## config.mk

```make
export PLATFORM = sky130hd
export DESIGN_NAME = rows_writer
export DESIGN_NICKNAME = d
export VERILOG_FILES = /design/src/rtl/rows_writer.sv
export SDC_FILE = /design/constraint.sdc
export NUM_CORES = 1
export LEC_CHECK = 0
export ABC_AREA = 1
export ABC_CLOCK_PERIOD_IN_PS = 4100
export CAP_MARGIN = 20
export CELL_PAD_IN_SITES_DETAIL_PLACEMENT = 0
export CELL_PAD_IN_SITES_GLOBAL_PLACEMENT = 1
export CORE_MARGIN = 1.5
export CORE_UTILIZATION = 40
export CTS_BUF_LIST = sky130_fd_sc_hd__clkbuf_4 sky130_fd_sc_hd__clkbuf_8
export DETAILED_ROUTE_END_ITERATION = 16
export HOLD_SLACK_MARGIN = 0.02
export PLACE_DENSITY = 0.93
export SYNTH_ARGS = -nofsm -noshare
export SYNTH_HDL_FRONTEND = slang
export SYNTH_SLANG_ARGS = --single-unit
```

## constraint.sdc

```tcl
create_clock -name clk -period 4.1 [get_ports clk]
set_clock_uncertainty 0.15 [all_clocks]
set_input_delay 0.82 -clock clk [delete_from_list [all_inputs] [get_ports clk]]
set_output_delay 0.82 -clock clk [all_outputs]
set_load 0.02 [all_outputs]
```

## src/rtl/rows_writer.sv

```systemverilog
// Writes a captured block of N_ROWS rows to the row RAM at consecutive addresses, one per cycle.
// Optional build macro ROWS_WRITER_SKIP_ZERO_EN suppresses the write strobe for all-zero rows.
module rows_writer #(
    parameter int unsigned N_ROWS = 4,
    parameter int unsigned WIDTH  = 32,
    parameter int unsigned ADDR_W = 4
) (
    input  logic                      clk,
    input  logic                      rst,
    input  logic [N_ROWS*WIDTH-1:0]   in_rows,
    input  logic [ADDR_W-1:0]         base_addr,
    input  logic                      in_valid,
    output logic                      in_ready,
    output logic [ADDR_W-1:0]         mem_addr,
    output logic [WIDTH-1:0]          mem_data_in,
    output logic                      mem_write_enable,
    output logic                      busy,
    output logic                      done
);

    localparam int unsigned KW = $clog2(N_ROWS + 1);
    localparam logic [KW-1:0] K_LAST = KW'(N_ROWS - 1);

    typedef enum logic [1:0] {
        S_IDLE,
        S_WRITE,
        S_DONE
    } state_e;

    state_e                   state_q, state_d;
    logic [KW-1:0]            k_q, k_d;
    logic [N_ROWS*WIDTH-1:0]  rows_q, rows_d;
    logic [ADDR_W-1:0]        base_q, base_d;
    logic [ADDR_W-1:0]        mem_addr_q, mem_addr_d;
    logic [WIDTH-1:0]         mem_data_q, mem_data_d;
    logic                     mem_we_q, mem_we_d;
    logic                     busy_q, busy_d;
    logic                     done_q, done_d;

    logic [KW-1:0]            k_next;
    logic [WIDTH-1:0]         next_row;
    logic                     first_we;
    logic                     next_we;

    always_comb begin
        k_next   = k_q + 1'b1;
        next_row = '0;
        for (int unsigned i = 0; i < N_ROWS; i++) begin
            if (KW'(i) == k_next) begin
                next_row = rows_q[i*WIDTH +: WIDTH];
            end
        end
    end

`ifdef ROWS_WRITER_SKIP_ZERO_EN
    assign first_we = |in_rows[WIDTH-1:0];
    assign next_we  = |next_row;
`else
    assign first_we = 1'b1;
    assign next_we  = 1'b1;
`endif

    // Outputs are registered, so row 0 is loaded straight from the inputs at the accept edge
    // and each WRITE edge loads the slot after the one currently on the bus.
    always_comb begin
        state_d    = state_q;
        k_d        = k_q;
        rows_d     = rows_q;
        base_d     = base_q;
        mem_addr_d = mem_addr_q;
        mem_data_d = mem_data_q;
        mem_we_d   = 1'b0;
        busy_d     = busy_q;
        done_d     = 1'b0;

        case (state_q)
            S_IDLE: begin
                if (in_valid) begin
                    state_d    = S_WRITE;
                    k_d        = '0;
                    rows_d     = in_rows;
                    base_d     = base_addr;
                    mem_addr_d = base_addr;
                    mem_data_d = in_rows[WIDTH-1:0];
                    mem_we_d   = first_we;
                    busy_d     = 1'b1;
                end
            end
            S_WRITE: begin
                if (k_q == K_LAST) begin
                    state_d = S_DONE;
                    done_d  = 1'b1;
                end else begin
                    k_d        = k_next;
                    mem_addr_d = base_q + ADDR_W'(k_next);
                    mem_data_d = next_row;
                    mem_we_d   = next_we;
                end
            end
            S_DONE: begin
                state_d = S_IDLE;
                busy_d  = 1'b0;
            end
            default: begin
                state_d = S_IDLE;
                busy_d  = 1'b0;
            end
        endcase
    end

    always_ff @(posedge clk) begin
        if (rst) begin
            state_q    <= S_IDLE;
            k_q        <= '0;
            rows_q     <= '0;
            base_q     <= '0;
            mem_addr_q <= '0;
            mem_data_q <= '0;
            mem_we_q   <= 1'b0;
            busy_q     <= 1'b0;
            done_q     <= 1'b0;
        end else begin
            state_q    <= state_d;
            k_q        <= k_d;
            rows_q     <= rows_d;
            base_q     <= base_d;
            mem_addr_q <= mem_addr_d;
            mem_data_q <= mem_data_d;
            mem_we_q   <= mem_we_d;
            busy_q     <= busy_d;
            done_q     <= done_d;
        end
    end

    assign in_ready         = (state_q == S_IDLE);
    assign mem_addr         = mem_addr_q;
    assign mem_data_in      = mem_data_q;
    assign mem_write_enable = mem_we_q;
    assign busy             = busy_q;
    assign done             = done_q;

endmodule

```

Yosys cells after proc, flatten, opt, wreduce, memory -nomap -nowiden
Index checks and enable logic that the tools add are counted.
{ "word_totals": {"out_inout_bits": 40, "wordCells": 50, "reg_bits": 176} }
{ "op_classes": {"reduce_logical": 8, "mux": 22, "add_sub_neg": 2, "n_eq_ne": 8, "bitwise_logic": 1} }
{ "op_table": {"columns": ["cell", "count"], "rows": [
  ["$mux 32", 6],
  ["$pmux 32 s2", 1],
  ["$mux 4", 2],
  ["$pmux 4 s2", 1],
  ["$eq 2x3->1 const A", 2],
  ["$mux 3", 2],
  ["$ne 2x2->1 const B", 3],
  ["$pmux 3 s2", 1],
  ["$reduce_and 2->1", 3],
  ["$add 4x3->4", 1],
  ["$mux 1", 4],
  ["$mux 2", 2],
  ["$pmux 1 s2", 2],
  ["$pmux 2 s2", 1],
  ["$add 3x1->3 const B", 1],
  ["$eq 1x3->1 const A", 1],
  ["$eq 3x2->1 const B", 1],
  ["$logic_not 3->1", 1],
  ["$reduce_and 3->1", 1],
  ["$eq 2x1->1 const B", 1],
  ["$logic_not 2->1", 1],
  ["$reduce_bool 2->1", 1],
  ["$reduce_or 2->1", 1],
  ["$not 1->1", 1]
]} }

Logic depth before layout (Yosys ltp)
Gate-level depths: netlist (run 1).
{ "logic_depth": {"ltp_word": 8, "ltp_mapped": 11, "depth_no_buf": 10} }

Least setup slack after synthesis (run 1)
OpenSTA, ideal clock, no wires.
{ "synth_path": {"kind": "register to register", "start": "register k_q[0]", "end": "register mem_addr_q[3], in the netlist mem_addr[3]", "setup_time_ns": 0.070, "path_buffers": 1, "slack_ns": 2.094, "stages_incl_launch_ff": 11, "arrival_time_ns": 1.786, "path_cell_list": "dfxtp_1 > ha_1 > ha_1 > buf_4 > inv_1 > ha_1 > a21oi_1 > nand3_1 > nand3_1 > nand2_1 > a21oi_1"} }
{ "synth_between": {"elab_chain_cells": 4} }
{ "synth_rtl": {"columns": ["item", "line", "text"], "rows": [
  ["start: declaration", "31", "logic [KW-1:0] k_q, k_d;"],
  ["start signal: assignment", "124", "k_q <= k_d;"],
  ["$add 3x1->3", "46", "k_next = k_q + 1'b1;"],
  ["$add 4x3->4", "95", "mem_addr_d = base_q + ADDR_W'(k_next);"],
  ["$mux 4", "90", "if (k_q == K_LAST) begin"],
  ["$pmux 4 s2", "76", "case (state_q)"],
  ["end signal: assignment", "127", "mem_addr_q <= mem_addr_d;"],
  ["end: declaration", "34", "logic [ADDR_W-1:0] mem_addr_q, mem_addr_d;"]
]} }
Parallel ways exist; a longest one is shown, timed or not. The select of a mux whose other input is x is not followed.
A chain may end at the register's enable or synchronous reset.

Final worst setup path (run 1)
{ "layout_path": {"start": "register k_q[0]", "end": "register mem_data_q[28], in the netlist mem_data_in[28]"} }
{ "layout_between": {"elab_chain_cells": 8} }
{ "layout_rtl": {"columns": ["item", "line", "text"], "rows": [
  ["$add 3x1->3", "46", null],
  ["$logic_not 3->1", "49", "if (KW'(i) == k_next) begin"],
  ["$mux 32 (4 in a row)", "49", null],
  ["$mux 32", "90", null],
  ["$pmux 32 s2", "76", null],
  ["end signal: assignment", "128", "mem_data_q <= mem_data_d;"],
  ["end: declaration", "35", "logic [WIDTH-1:0] mem_data_q, mem_data_d;"]
]} }
Parallel ways exist; a longest one is shown, timed or not. The select of a mux whose other input is x is not followed.

==> results_dict.tcl, run 1 <==
set metrics [dict create \
    critPathMaxStageDelay_ns 0.67 \
    finalSetupViolations 0 \
    first_iter_violations 458 \
    ys.flop_type "dfxtp_1" \
    grt-ovfl-total 0 \
    worstPathCellList "ha_1 > ha_1 > nand2_2 > buf_4 > nor2_1 > nor2_1 > nand2_1 > a21oi_1" \
    setup.worst_path.start_class "register" \
    worstSetupPathType "reg -> reg" \
    synth-seq-cells 176 \
    synth_mux_area_share_pct 0 \
    syn_area_um2 7860 \
    yosysTopAreaCell "dfxtp_1" \
    drc_errors 0 \
    rsz0062_at_grt "no" \
    hold_class "reg -> reg" \
    slew_viol_final 0 \
    syn_nets 1262 \
    postCtsHoldBufs 0 \
    synth_top_area_share_pct 44.8 \
    synth-seq-area-share_pct 44.8 \
    endpoint_kind "register" \
    path_max_fanout 53 \
    synth_edf_count 0 \
    grt_start_max_net_pins 207 \
    cts_resized 0 \
    yosysWarnings 0 \
    syn_inst 1117 \
    required_ns 4.29 \
    post_synth.cell_area_avg_um2 7.04 \
    rows 51 \
    arrival_ns 2.99 \
    vias 7528 \
    power.total_mw 4.28 \
    synth-async-reset-ratio_pct 0 \
    cpMaxStageDelayCell "nand2_2" \
    synth_fa_ha_area_share_pct 1.69 \
    synthXorXnorAreaFrac_pct 0.111 \
    drive_gt1_share_pct 5.04 \
    wl_um 21700 \
    place_area_um2 9650 \
    die_x_um 143 \
    critPathTopFamily "simple AND/OR/NAND/NOR gates" \
    crit_buf_inv 1 \
    syn2layout_area_growth_pct 28.9 \
    worst_pin_slew_ns 0.989 \
    grt_usage_pct 21.7 \
    cts_root_buffer "clkbuf_8" \
    synth_compound_area_share_pct 25.4 \
    coreArea_um2 19400 \
    power_density_nw_per_um2 422 \
    postCtsSetupBuffers 0 \
    final_nets 1383 \
    tns_ns 0 \
    reg2reg_from "k_q[0]" \
    holdWs_ns 0.298 \
    clockBufferDepth 2 \
    relSlewSlack_pct 33.9 \
    vias_per_cell 4.97 \
    grt_pass1_wl_um 34700 \
    antenna_found_initial 2 \
    synth_common_cells "224 x o21ai_0, 176 x dfxtp_1, 159 x nor2_1" \
    post_drt_wl_per_cell_um 14.3 \
    diodes 0 \
    tritoncts "built" \
    post-route-cell-area_um2 10100 \
    place.gp.congestion 0.845 \
    synth_top_family_by_area "compound AO/OA/AOI/OAI gates" \
    postRouteAntennaNets 0 \
    yosys-top-cells-area "dfxtp_1 45%, o21ai_0 14%, a21oi_1 9.5%, nor2_1 7.6%, inv_1 6.2%" \
    fmax_ghz 0.358 \
    p_leak_nw 4.18 \
    synthSimpleGateAreaFrac_pct 16.4 \
    cap_violations 0 \
    hold_start "rows_q[67]" \
    io_pins 175 \
    fin_crit_sh_pct 68.2 \
    cts.htree.levels 4 \
    period_needed_ns 2.80 \
    synth_cell_types 26 \
    ir_drop_mv 0.264 \
    status "finished, final reports clean" \
    dp_hpwl_um 14100 \
    die_h_um 143 \
    cts.sinks 176 \
    crit_start "k_q[0]" \
    initial_core_util_pct 40.5 \
    io_buffers 174 \
    clk_latency_ns 0.46 \
    cts_buffers 17 \
    dieArea_um2 20500 \
    drtPass1Iterations 5 \
    grt_pass1_vias 7041 \
    synth_most_common_cell "o21ai_0" \
    cts.reportedPaths.clkPinSlew_ns 0.09 \
    hold_violations 0 \
]
==> per-stage QoR <==
stage | setup slack [ns] | instances | utilization, %
after floorplan | 2.09 | 1117 | -
after CTS | 1.31 | 1516 | 52.2
after global routing | 1.09 | 1516 | 52.2
after detailed placement | 1.29 | 1484 | 49.8
after global placement | 1.34 | 1484 | 49.8
final | 1.30 | 1516 | 52.2
==> worst paths after layout <==
path,endpoint,slack [ns],depth (start not counted)
setup / recovery,mem_data_in[28],1.30,8
hold / removal,rows_q[67],0.30,2
setup reg to reg,mem_data_in[28],1.30,8
hold reg to reg,rows_q[67],0.30,2
==> metal layers <==
layer,part of all wire [%],vias up,global-route usage [%]
li1,-,3838,-
met1,45,3485,27.3
met2,48,185,37.2
met3,5.9,18,5.30
met4,0.95,2,5.05
met5,0.042,-,0
==> layout by cell type (no fill, tap or decap) <==
cell,n
a21oi_1,149
a21oi_2,10
a22oi_1,1
a31oi_1,2
buf_12,2
buf_4,10
bufinv_16,5
clkbuf_4,1
clkbuf_8,21
clkdlybuf4s50_1,174
clkinv_1,1
clkinv_2,3
clkinvlp_4,2
dfxtp_1,176
fa_1,1
ha_1,9
inv_1,129
inv_2,2
inv_4,1
nand2_1,117
nand2_2,3
nand2_8,1
nand3_1,44
nor2_1,159
nor2_2,1
o211ai_1,1
o21ai_0,224
o21ai_4,1
xnor2_1,1
==> final cells by class <==
type,instances,area (um^2)
fillers,1983,9270
flip-flops and latches,176,3520
multi-input cells,724,3440
repair buffers,186,1860
inverters,133,502
well taps,265,332
clock buffers,22,297
clock inverters,10,180
==> worst register-to-register path: stages, from the launching register on <==
cell and delay (ns):
dfxtp_1 0.35, ha_1 0.22, ha_1 0.55, nand2_2 0.67, buf_4 0.42, nor2_1 0.13, nor2_1 0.06, nand2_1 0.08
a21oi_1 0.06
==> power by group <==
group / internal [mW] / leakage (nW) / switching (mW)
sequential: 1.87 / 1.46 / 0.0686
combinational: 0.393 / 2.48 / 0.540
clock: 0.795 / 0.238 / 0.613
total: 3.05 / 4.18 / 1.22
==> flip-flops by register name (all words and copies together) (netlist names) <==
signal            flops
base_q                4
busy                  1
done                  1
rows_q              128
mem_addr              4
mem_write_enable      1
state_q               2
k_q                   3
mem_data_in          32
==> cell families (layout without fill, tap and decap cells) <==
logic type / Yosys count / in the layout
XOR/XNOR: 1 / 1
adder cells (fa/ha/maj): 10 / 10
flip-flops: 176 / 176
buffers and inverters: 217 / 351
AND/OR/NAND/NOR: 325 / 325
AO/OA/AOI/OAI: 388 / 388
Note: power is estimated with default switching activity, not from simulation.
==> run 2, diff against run 1 <==
ABC_CLOCK_PERIOD_IN_PS = 2700   (was 4100)
CORE_UTILIZATION = 37   (was 40)
PLACE_DENSITY = 0.87   (was 0.93)
clock period = 2.7 ns   (was 4.1 ns; I/O delays follow)
==> results_dict.tcl, run 2 (synthesis results as in run 1) <==
set metrics [dict create \
    period_needed_ns 2.40 \
    wl_um 22500 \
    initial_core_util_pct 37.5 \
    final_nets 1399 \
    rrSetupSlack_ns 0.37 \
    grt-ovfl-total 0 \
    fill_cells 2156 \
    drtPass1Iterations 6 \
    tns_ns 0 \
    cts.htree.levels 4 \
    vias 7576 \
    post_drt_wl_per_cell_um 14.6 \
    whs_endpoint "rows_q[11]" \
    place.gp.congestion 0.770 \
    io_buffers 174 \
    rsz0062_at_grt "no" \
    cts_buffers 17 \
    path_max_fanout 2 \
    io_pins 175 \
    worst_pin_slew_ns 0.585 \
    worstHoldPathCells 2 \
    largest_reg_flops 128 \
    fmax_ghz 0.416 \
    seqCellArea_um2 3520 \
    grt_usage_pct 20.5 \
    status "finished, final reports clean" \
    finalSetupViolations 0 \
    vias_per_cell 4.91 \
    cts.reportedPaths.clkPinSlew_ns 0.09 \
    slew_viol_final 0 \
    largest_register "rows_q" \
    coreArea_um2 21000 \
    cts.sinks 176 \
    clockBufferDepth 2 \
    cap_violations 0 \
    required_ns 2.01 \
    p_leak_nw 4.29 \
    grt_pass1_wl_um 35900 \
    setup.worst_path.start_class "register" \
    first_iter_violations 502 \
    place_ws_ns 0.385 \
    cts_root_buffer "clkbuf_8" \
    final_common_cell "o21ai_0" \
    die_h_um 149 \
    fin_util_pct 49.4 \
    clk_latency_ns 0.45 \
    power_density_nw_per_um2 636 \
    r2r-end "mem_data_in[29]" \
    diodes 0 \
    grt_pass1_vias 7116 \
    hold_start "rows_q[11]" \
    endpoint_kind "primary output" \
    tritoncts "built" \
    die_x_um 149 \
    multi_input_area_um2 3440 \
    drc_errors 0 \
    hold_violations 0 \
    hold_class "reg -> reg" \
    cts_resized 0 \
    postCtsHoldBufs 0 \
    worstSetupPathType "reg -> out" \
    dieArea_um2 22100 \
    syn2layout_area_growth_pct 31.6 \
    final_cell_mix "224 x o21ai_0, 176 x dfxtp_1, 174 x clkdlybuf4s50_1" \
    fin_crit_sh_pct 88.9 \
    dp_hpwl_um 14800 \
    relSlewSlack_pct 61.0 \
    drive_gt1_share_pct 6.31 \
    antenna_found_initial 0 \
    setup_ws_ns 0.299 \
    arrival_ns 1.71 \
    rows 53 \
    postCtsSetupBuffers 0 \
    ir_drop_mv 0.377 \
    reg2regPathDepth 10 \
    reg2reg_from "k_q[0]" \
    grt_start_max_net_pins 65 \
    postRouteAntennaNets 0 \
]
[run 2: worst max path at each step]
stage	from	endpoint	slack, ns	cells past startpoint
floorplan	k_q[0]	mem_addr[3]	0.69	10
global placement	k_q[0]	mem_data_in[29]	0.48	10
detailed placement	k_q[0]	mem_data_in[14]	0.39	10
CTS	state_q[1]	in_ready	0.27	2
global route	k_q[0]	mem_addr[3]	0.18	9
finish	state_q[1]	in_ready	0.30	2
[run 2: worst max-delay path, stage by stage (launching register included)]
cell	delay (ns)
dfxtp_1	0.33
nor2_2	0.26
clkdlybuf4s50_1	0.67
[run 2: per-layer routing]
metal / routed length, um / global-route usage, %
met5: 0 / 0
met4: 141 / 4.06
met3: 1190 / 4.34
met2: 10500 / 33.7
met1: 10600 / 27.7
[run 2: per-stage QoR]
step	area (um^2)	std cells	total power [mW]	hold slack, ns
finish	10300	1542	6.58	0.299
floorplan	7860	1117	3.86	0.275
CTS	10300	1542	6.63	0.302
global placement	9860	1510	4.45	0.282
global route	10300	1542	6.93	0.319
detailed placement	9860	1510	4.47	0.289
[run 2: report_power, final]
group	switching [mW]	total, mW	internal [mW]
registers	0.0979	2.93	2.83
logic	0.842	1.48	0.639
clock network	0.942	2.16	1.22
[run 2: area by class of cell]
| class | count | share of cell area [%] |
|---|---|---|
| inverters | 133 | 4.85 |
| clock inverters | 9 | 1.72 |
| well taps | 275 | 3.33 |
| repair buffers | 202 | 19.8 |
| clock buffers | 23 | 2.94 |
| multi-input cells | 724 | 33.3 |
| flip-flops and latches | 176 | 34.1 |
